$ cat config.mk
export PLATFORM = sky130hd
export DESIGN_NAME = dataflow_gates
export DESIGN_NICKNAME = d
export VERILOG_FILES = /design/src/rtl/dataflow_gates_pkg.sv /design/src/rtl/gate_bank_comb.sv /design/src/rtl/dataflow_gates.sv
export SDC_FILE = /design/constraint.sdc
export NUM_CORES = 1
export LEC_CHECK = 0
export BUFFER_PORTS_ARGS = -buffer_cell sky130_fd_sc_hd__buf_2
export CORE_AREA = 2 2 39 41
export DETAILED_ROUTE_END_ITERATION = 10
export DIE_AREA = 0 0 41 43
export SLEW_MARGIN = 20
export SYNTH_ARGS = -nofsm -noshare
export SYNTH_HDL_FRONTEND = slang
export SYNTH_SLANG_ARGS = --single-unit
export TNS_END_PERCENT = 50
$ cat constraint.sdc
create_clock -name clk -period 2.2 [get_ports clk]
set_clock_uncertainty 0.1 [all_clocks]
set_input_delay 0 -clock clk [delete_from_list [all_inputs] [get_ports clk]]
set_output_delay 0 -clock clk [all_outputs]
set_load 0.02 [all_outputs]
$ cat src/rtl/dataflow_gates_pkg.sv
// Shared definitions for the registered logic-gate bank.
package dataflow_gates_pkg;

    // Default operand/result width when the parent does not override it.
    localparam int DEFAULT_WIDTH = 1;

    // Result-select encoding, reserved for a future muxed single-output view.
    typedef enum logic [2:0] {
        SEL_AND  = 3'd0,
        SEL_OR   = 3'd1,
        SEL_NAND = 3'd2,
        SEL_NOR  = 3'd3,
        SEL_XOR  = 3'd4,
        SEL_XNOR = 3'd5,
        SEL_NOT  = 3'd6
    } gate_sel_e;

endpackage

$ cat src/rtl/gate_bank_comb.sv
// Purely combinational gate bank: maps operands a/b to the seven bitwise results.
module gate_bank_comb
    import dataflow_gates_pkg::*;
#(
    parameter int WIDTH = DEFAULT_WIDTH
) (
    input  logic [WIDTH-1:0] a,
    input  logic [WIDTH-1:0] b,
    output logic [WIDTH-1:0] res_and,
    output logic [WIDTH-1:0] res_or,
    output logic [WIDTH-1:0] res_nand,
    output logic [WIDTH-1:0] res_nor,
    output logic [WIDTH-1:0] res_xor,
    output logic [WIDTH-1:0] res_xnor,
    output logic [WIDTH-1:0] res_not
);

    // Every result is strictly per-bit; no bit ever looks at a neighbour.
    assign res_and  = a & b;
    assign res_or   = a | b;
    assign res_nand = ~(a & b);
    assign res_nor  = ~(a | b);
    assign res_xor  = a ^ b;
    assign res_xnor = ~(a ^ b);
    assign res_not  = ~a;

endmodule

$ cat src/rtl/dataflow_gates.sv
// Registered two-input gate bank: captures all gate results on in_valid,
// presents them one cycle later with out_valid.
module dataflow_gates
    import dataflow_gates_pkg::*;
#(
    parameter int WIDTH = DEFAULT_WIDTH
) (
    input  logic             clk,
    input  logic             rst_n,
    input  logic             in_valid,
    input  logic [WIDTH-1:0] a,
    input  logic [WIDTH-1:0] b,
    output logic [WIDTH-1:0] out_and,
    output logic [WIDTH-1:0] out_or,
    output logic [WIDTH-1:0] out_nand,
    output logic [WIDTH-1:0] out_nor,
    output logic [WIDTH-1:0] out_xor,
    output logic [WIDTH-1:0] out_xnor,
    output logic [WIDTH-1:0] out_not,
    output logic             out_valid
);

    logic [WIDTH-1:0] res_and;
    logic [WIDTH-1:0] res_or;
    logic [WIDTH-1:0] res_nand;
    logic [WIDTH-1:0] res_nor;
    logic [WIDTH-1:0] res_xor;
    logic [WIDTH-1:0] res_xnor;
    logic [WIDTH-1:0] res_not;

    gate_bank_comb #(
        .WIDTH(WIDTH)
    ) u_bank (
        .a       (a),
        .b       (b),
        .res_and (res_and),
        .res_or  (res_or),
        .res_nand(res_nand),
        .res_nor (res_nor),
        .res_xor (res_xor),
        .res_xnor(res_xnor),
        .res_not (res_not)
    );

    // out_valid is simply in_valid delayed by one clock; reset clears it at once.
    always_ff @(posedge clk or negedge rst_n) begin
        if (!rst_n) begin
            out_valid <= 1'b0;
        end else begin
            out_valid <= in_valid;
        end
    end

    // Result registers load on in_valid and hold otherwise; reset value is all-zeros
    // for every output, including the inverting gates.
    always_ff @(posedge clk or negedge rst_n) begin
        if (!rst_n) begin
            out_and  <= '0;
            out_or   <= '0;
            out_nand <= '0;
            out_nor  <= '0;
            out_xor  <= '0;
            out_xnor <= '0;
            out_not  <= '0;
        end else if (in_valid) begin
            out_and  <= res_and;
            out_or   <= res_or;
            out_nand <= res_nand;
            out_nor  <= res_nor;
            out_xor  <= res_xor;
            out_xnor <= res_xnor;
            out_not  <= res_not;
        end
    end

endmodule

==> flow_summary.toml, run 1 <==
[route]
vias = 236
drc_errors = 0
wire_per_inst_um = 9.90
wirelength_um = 584
firstDrtPassIters = 1
via_per_inst = 4.00
ant_nets = 0
initialDrtViolationCount = 0

[synth]
yosys.area.top_type_share = 0.541
synth_top_area_cell = "dfrtp_1"
synthTopCellsByCount = "8 x dfrtp_1, 5 x inv_1, 4 x ha_1, 4 x mux2_4, 3 x mux2i_1"
syn_inst = 25
synth_edf_count = 0
ys_async_sr_fraction = 1.00
synth_area_sq_um = 370
synth.most_common_cell = "dfrtp_1"
ys_types = 6
synth_fp_nets = 34
synth-seq-cells = 8
ys_top_cells_by_area = "dfrtp_1 54%, mux2_4 16%, ha_1 14%"
yosysSeqAreaShare = 0.541
avgSynthCellArea_sq_um = 14.8
yosysWarnings = 0
synth-main-ff-cell = "dfrtp_1"

[cells_and_area]
stdcell_area_sq_um = 502
area_growth_pct = 35.5
drive_above_1_share = 0.442
nNetsFinal = 54
post-route-util = 0.363
antenna_cells = 0

[timing]
setup-violations-final = 0
final.period_utilization = 0.646
slew_headroom = 0.847
rsz0062_at_grt = "false"
min_period_ns = 1.42
final_hold_viol_count = 0
max_freq_mhz = 703
worst_pin_slew_ns = 0.230
fin_setup_tns_ns = 0
whs_ns = 0.0118
drv_slew = 0

[die]
num_rows = 14
die_x_um = 41
io_pins = 13
core_area_sq_um = 1380
die_h_um = 43
dieArea_sq_um = 1760
initial_core_util = 0.268

[clock_tree]
path_clk_slew_ns = 0.05
tritoncts = "done"
ctsHoldBuffers = 4
post_cts_buffers = 0
clkLatencyLatePin_ns = 0.25
h-tree-depth = 1
cts_sinks = 8
numCtsBuffers = 3
cts_resized = 0
clk_path_buf_depth = 2
root_buffer = "clkbuf_4"

[grt]
grt_max_degree = 9
first_global_vias = 227
grt-ovfl-total = 0
grt_usage = 0.0900
grt_pass1_wl_um = 959
antenna_found_initial = 0

[min_path]
hold_class = "in2async"

[worst_setup_path]
startpoint_type = "input port"
worstPathCellList = "dlygate4sd3_1 -> buf_2 -> ha_1 -> dlygate4sd3_1 -> mux2i_1"
worstRegToRegCells = 1
setup.worst_path.end_class = "flip-flop"
setup.worst_path.class = "in2reg"
worst_r2r_endpoint = "out_not$_DFFE_PN0P_"
cpMostUsedCell = "dlygate4sd3_1"
worstPathArrival_ns = 1.50
cp.required_ns = 2.28
rrSetupSlack_ns = 1.34
critPathSlowestCell = "dlygate4sd3_1"
worstPathMaxFanout = 3
max_stage_delay_ns = 0.56
r2r-start = "out_not$_DFFE_PN0P_"

[place]
placed_area_sq_um = 439
place_congestion = 0.614
portBuffers = 12

[flow_run]
drv_cap = 0

[status]
outcome = "complete, no violations"

[power_and_ir_drop]
max-vdd-ir-drop_uv = 339
leakagePower_nw = 0.285
powerDensity_nw_per_um2 = 713
==> worst max path at each step <==
stage	from	to	slack, ns	depth (start not counted)
finish	b	out_nand$_DFFE_PN0P_	0.78	5
global route	b	out_nand$_DFFE_PN0P_	0.71	5
CTS	b	out_nand$_DFFE_PN0P_	0.79	5
detailed placement	a	out_xor$_DFFE_PN0P_	1.23	4
global placement	a	out_xor$_DFFE_PN0P_	1.24	4
floorplan	out_and$_DFFE_PN0P_	out_and$_DFFE_PN0P_	1.27	1
==> registers in the layout, indices dropped and copies added (netlist names) <==
name,flops
out_valid,1
out_or,1
out_xnor,1
out_and,1
out_nand,1
out_not,1
out_xor,1
out_nor,1
==> stage by stage <==
stage	setup slack, ns	power (mW)	cells
2_1_floorplan	1.27	0.218	25
3_5_place_dp	1.23	0.242	52
6_report	0.778	0.358	59
3_3_place_gp	1.24	0.241	52
4_1_cts	0.791	0.366	59
5_1_grt	0.711	0.385	59
==> worst max-delay path: cells and delay by family <==
family     cells  cell delay [ns]
fa+ha+maj      1             0.16
mux            1             0.12
buf+inv        3             1.22
==> layout make-up <==
| cell class | count | area [sq um] |
|---|---|---|
| repair buffers | 16 | 100 |
| well taps | 16 | 20.0 |
| clock buffers | 3 | 22.5 |
| inverters | 5 | 18.8 |
| multi-input cells | 11 | 140 |
| flip-flops and latches | 8 | 200 |
| fillers | 144 | 882 |
==> cell families (layout without fill, tap and decap cells) <==
logic type / after synthesis / after routing / synth area share
muxes: 7 / 7 / 0.243
DFF: 8 / 8 / 0.541
buffers and inverters: 6 / 24 / 0.0811
adders and majority gates: 4 / 4 / 0.135
==> layout by cell type, fill, tap and decap left out <==
master	count
buf_2	12
dfrtp_1	8
inv_1	5
mux2_4	4
ha_1	4
dlygate4sd3_1	4
mux2i_1	3
clkbuf_4	3
==> per-layer routing <==
metal,vias to the layer above,part of all wire,GRT usage
met5,-,0,0
met3,0,0.14,0.0942
met4,0,0,0.0200
li1,114,-,-
met2,12,0.41,0.113
met1,110,0.45,0.105
==> power by group <==
| part | internal (mW) | leakage [nW] | switching, mW |
|---|---|---|---|
| logic | 0.0345 | 0.178 | 0.0400 |
| clock network | 0.0626 | 0.0138 | 0.0518 |
| registers | 0.162 | 0.0930 | 0.00704 |
(Power assumes the default switching activity.)
==> run 2: changes to the inputs <==
--- a/config.mk
+++ b/config.mk
@@ -5,6 +5,7 @@
 export SDC_FILE = /design/constraint.sdc
 export NUM_CORES = 1
 export LEC_CHECK = 0
+export ABC_AREA = 1
 export BUFFER_PORTS_ARGS = -buffer_cell sky130_fd_sc_hd__buf_2
 export CORE_AREA = 2 2 39 41
 export DETAILED_ROUTE_END_ITERATION = 10
==> constraint.sdc (replaced) <==
create_clock -name clk -period 1.4 [get_ports clk]
set_clock_uncertainty 0.1 [all_clocks]
set_input_delay 0 -clock clk [delete_from_list [all_inputs] [get_ports clk]]
set_output_delay 0 -clock clk [all_outputs]
set_load 0.02 [all_outputs]
==> run 2 against run 1 <==
Hold slack better by 0.0090 ns; synthesized cell count is 60% higher; clock-buffer cell count stayed put; register-to-register slack worse by 0.64 ns; via count is 21% higher; total power is 49% higher; largest cell class unchanged; cell count is 24% higher; final area is 3.5% lower.
==> flow_summary.toml, run 2 <==
[route]
firstDrtPassIters = 1
drc_errors = 0
via_per_inst = 3.90
initialDrtViolationCount = 0
wire_per_inst_um = 9.10
vias = 285
wirelength_um = 664
ant_nets = 0

[power_and_ir_drop]
leakagePower_nw = 0.291
powerDensity_nw_per_um2 = 1100
max-vdd-ir-drop_uv = 276

[timing]
setup-violations-final = 0
drv_slew = 0
fin_setup_tns_ns = 0
slew_headroom = 0.876
worst_pin_slew_ns = 0.186
min_period_ns = 1.10
rsz0062_at_grt = "false"
max_freq_mhz = 906
final_hold_viol_count = 0
final.period_utilization = 0.788

[synth]
yosys.area.top_type_share = 0.552
synth-main-ff-cell = "dfrtp_1"
synth_fp_nets = 49
avgSynthCellArea_sq_um = 9.07
synthTopCellsByCount = "21 x nand2_1, 8 x dfrtp_1, 5 x inv_1"
ys_async_sr_fraction = 1.00
yosysSeqAreaShare = 0.552
syn_inst = 40
synth.most_common_cell = "nand2_1"
ys_types = 6
synth_edf_count = 0
yosysWarnings = 0
synth_area_sq_um = 363
synth-seq-cells = 8
synth_top_area_cell = "dfrtp_1"
ys_top_cells_by_area = "dfrtp_1 55%, nand2_1 22%, ha_1 14%"

[worst_setup_path]
cp.required_ns = 1.44
max_stage_delay_ns = 0.52
setup.worst_path.end_class = "flip-flop"
crit_buf_inv = 3
crit_family = "buffers and inverters"
critPathSlowestCell = "dlygate4sd3_1"
cpMostUsedCell = "nand2_1"
worstPathArrival_ns = 1.14
worstPathMaxFanout = 3
setup.worst_path.class = "in2reg"
startpoint_type = "input port"
worstPathCellList = "dlygate4sd3_1 -> buf_2 -> inv_1 -> ha_1 -> nand2_1 -> nand2_1"

[cells_and_area]
drive_above_1_share = 0.281
final_common_cell = "nand2_1"
antenna_cells = 0
area_growth_pct = 33.4
nNetsFinal = 68
most-common-layout-cells = "21 x nand2_1, 12 x buf_2, 8 x dfrtp_1"
stdcell_area_sq_um = 484

[grt]
first_global_vias = 245
antenna_found_initial = 0
grt_usage = 0.0948
grt-ovfl-total = 0
grt_pass1_wl_um = 979
grt_max_degree = 10

[die]
core_area_sq_um = 1380
die_h_um = 43
dieArea_sq_um = 1760
io_pins = 13
die_x_um = 41
initial_core_util = 0.262
num_rows = 14

[clock_tree]
clkLatencyLatePin_ns = 0.25
h-tree-depth = 1
path_clk_slew_ns = 0.05
root_buffer = "clkbuf_4"
tritoncts = "done"
numCtsBuffers = 3
cts_resized = 0
clk_path_buf_depth = 2
cts_sinks = 8

[place]
dp_hpwl_um = 496
placed_area_sq_um = 432
place_congestion = 0.603
portBuffers = 12

[min_path]
hold_class = "in2async"

[flow_run]
drv_cap = 0

[status]
outcome = "complete, no violations"
run 2: changes by cell type in the layout (fill, tap and decap cells not counted), sizes merged:
cell         previous run  this run
dlygate4sd3             4         3
inv                     5         6
mux2                    4         0
mux2i                   3         0
nand2                   0        21
run 2: logic make-up (layout without fill, tap and decap cells):
family / after synthesis / in the layout / share of synthesized area
flip-flops: 8 / 8 / 0.552
buffers and inverters: 7 / 24 / 0.0931
AND/OR/NAND/NOR: 21 / 21 / 0.217
adder cells (fa/ha/maj): 4 / 4 / 0.138
run 2: final timing paths:
kind,slack (ns),startpoint,to,cells after the start
min in group clk,0.03,b,out_and$_DFFE_PN0P_,4
hold / removal,0.02,rst_n,out_and$_DFFE_PN0P_,2
max in group asynchronous,1.01,rst_n,out_xor$_DFFE_PN0P_,2
hold reg to reg,0.36,out_or$_DFFE_PN0P_,out_or$_DFFE_PN0P_,2
setup / recovery,0.30,a,out_xor$_DFFE_PN0P_,6
setup reg to reg,0.70,out_nor$_DFFE_PN0P_,out_nor$_DFFE_PN0P_,2
run 2: stage by stage:
stage | util | total power [mW] | hold WS (ns) | setup WS [ns] | cells
after CTS | 0.350 | 0.546 | 0.0245 | 0.292 | 73
final | 0.350 | 0.533 | 0.0208 | 0.297 | 73
after global placement | 0.312 | 0.359 | -0.251 | 0.587 | 67
after detailed placement | 0.312 | 0.362 | -0.246 | 0.574 | 67
after floorplan | - | 0.326 | -0.396 | 0.620 | 40
after global routing | 0.350 | 0.571 | 0.0421 | 0.252 | 73
run 2: power breakdown:
part | internal (mW) | switching, mW | total (mW)
Clock | 0.0977 | 0.0726 | 0.170
Combinational | 0.0365 | 0.0643 | 0.101
Sequential | 0.252 | 0.00919 | 0.262
Total | 0.387 | 0.146 | 0.533
run 2: per-layer routing:
metal / GRT usage / part of all wire
met1: 0.0847 / 0.41
met4: 0.160 / 0.065
met5: 0 / 0
met2: 0.128 / 0.47
met3: 0.0157 / 0.045
run 2: final cells by class:
cell class,count,area [sq um]
Clock buffer,3,22.5
Fill cell,157,900
Inverter,6,22.5
Multi-Input combinational cell,25,129
Sequential cell,8,200
Tap cell,16,20.0
Timing Repair Buffer,15,90.1
run 2: timing repair:
action	CTS	global route
hold endpoints to repair	16	0
hold buffers	3	0
buffers inserted	0	0
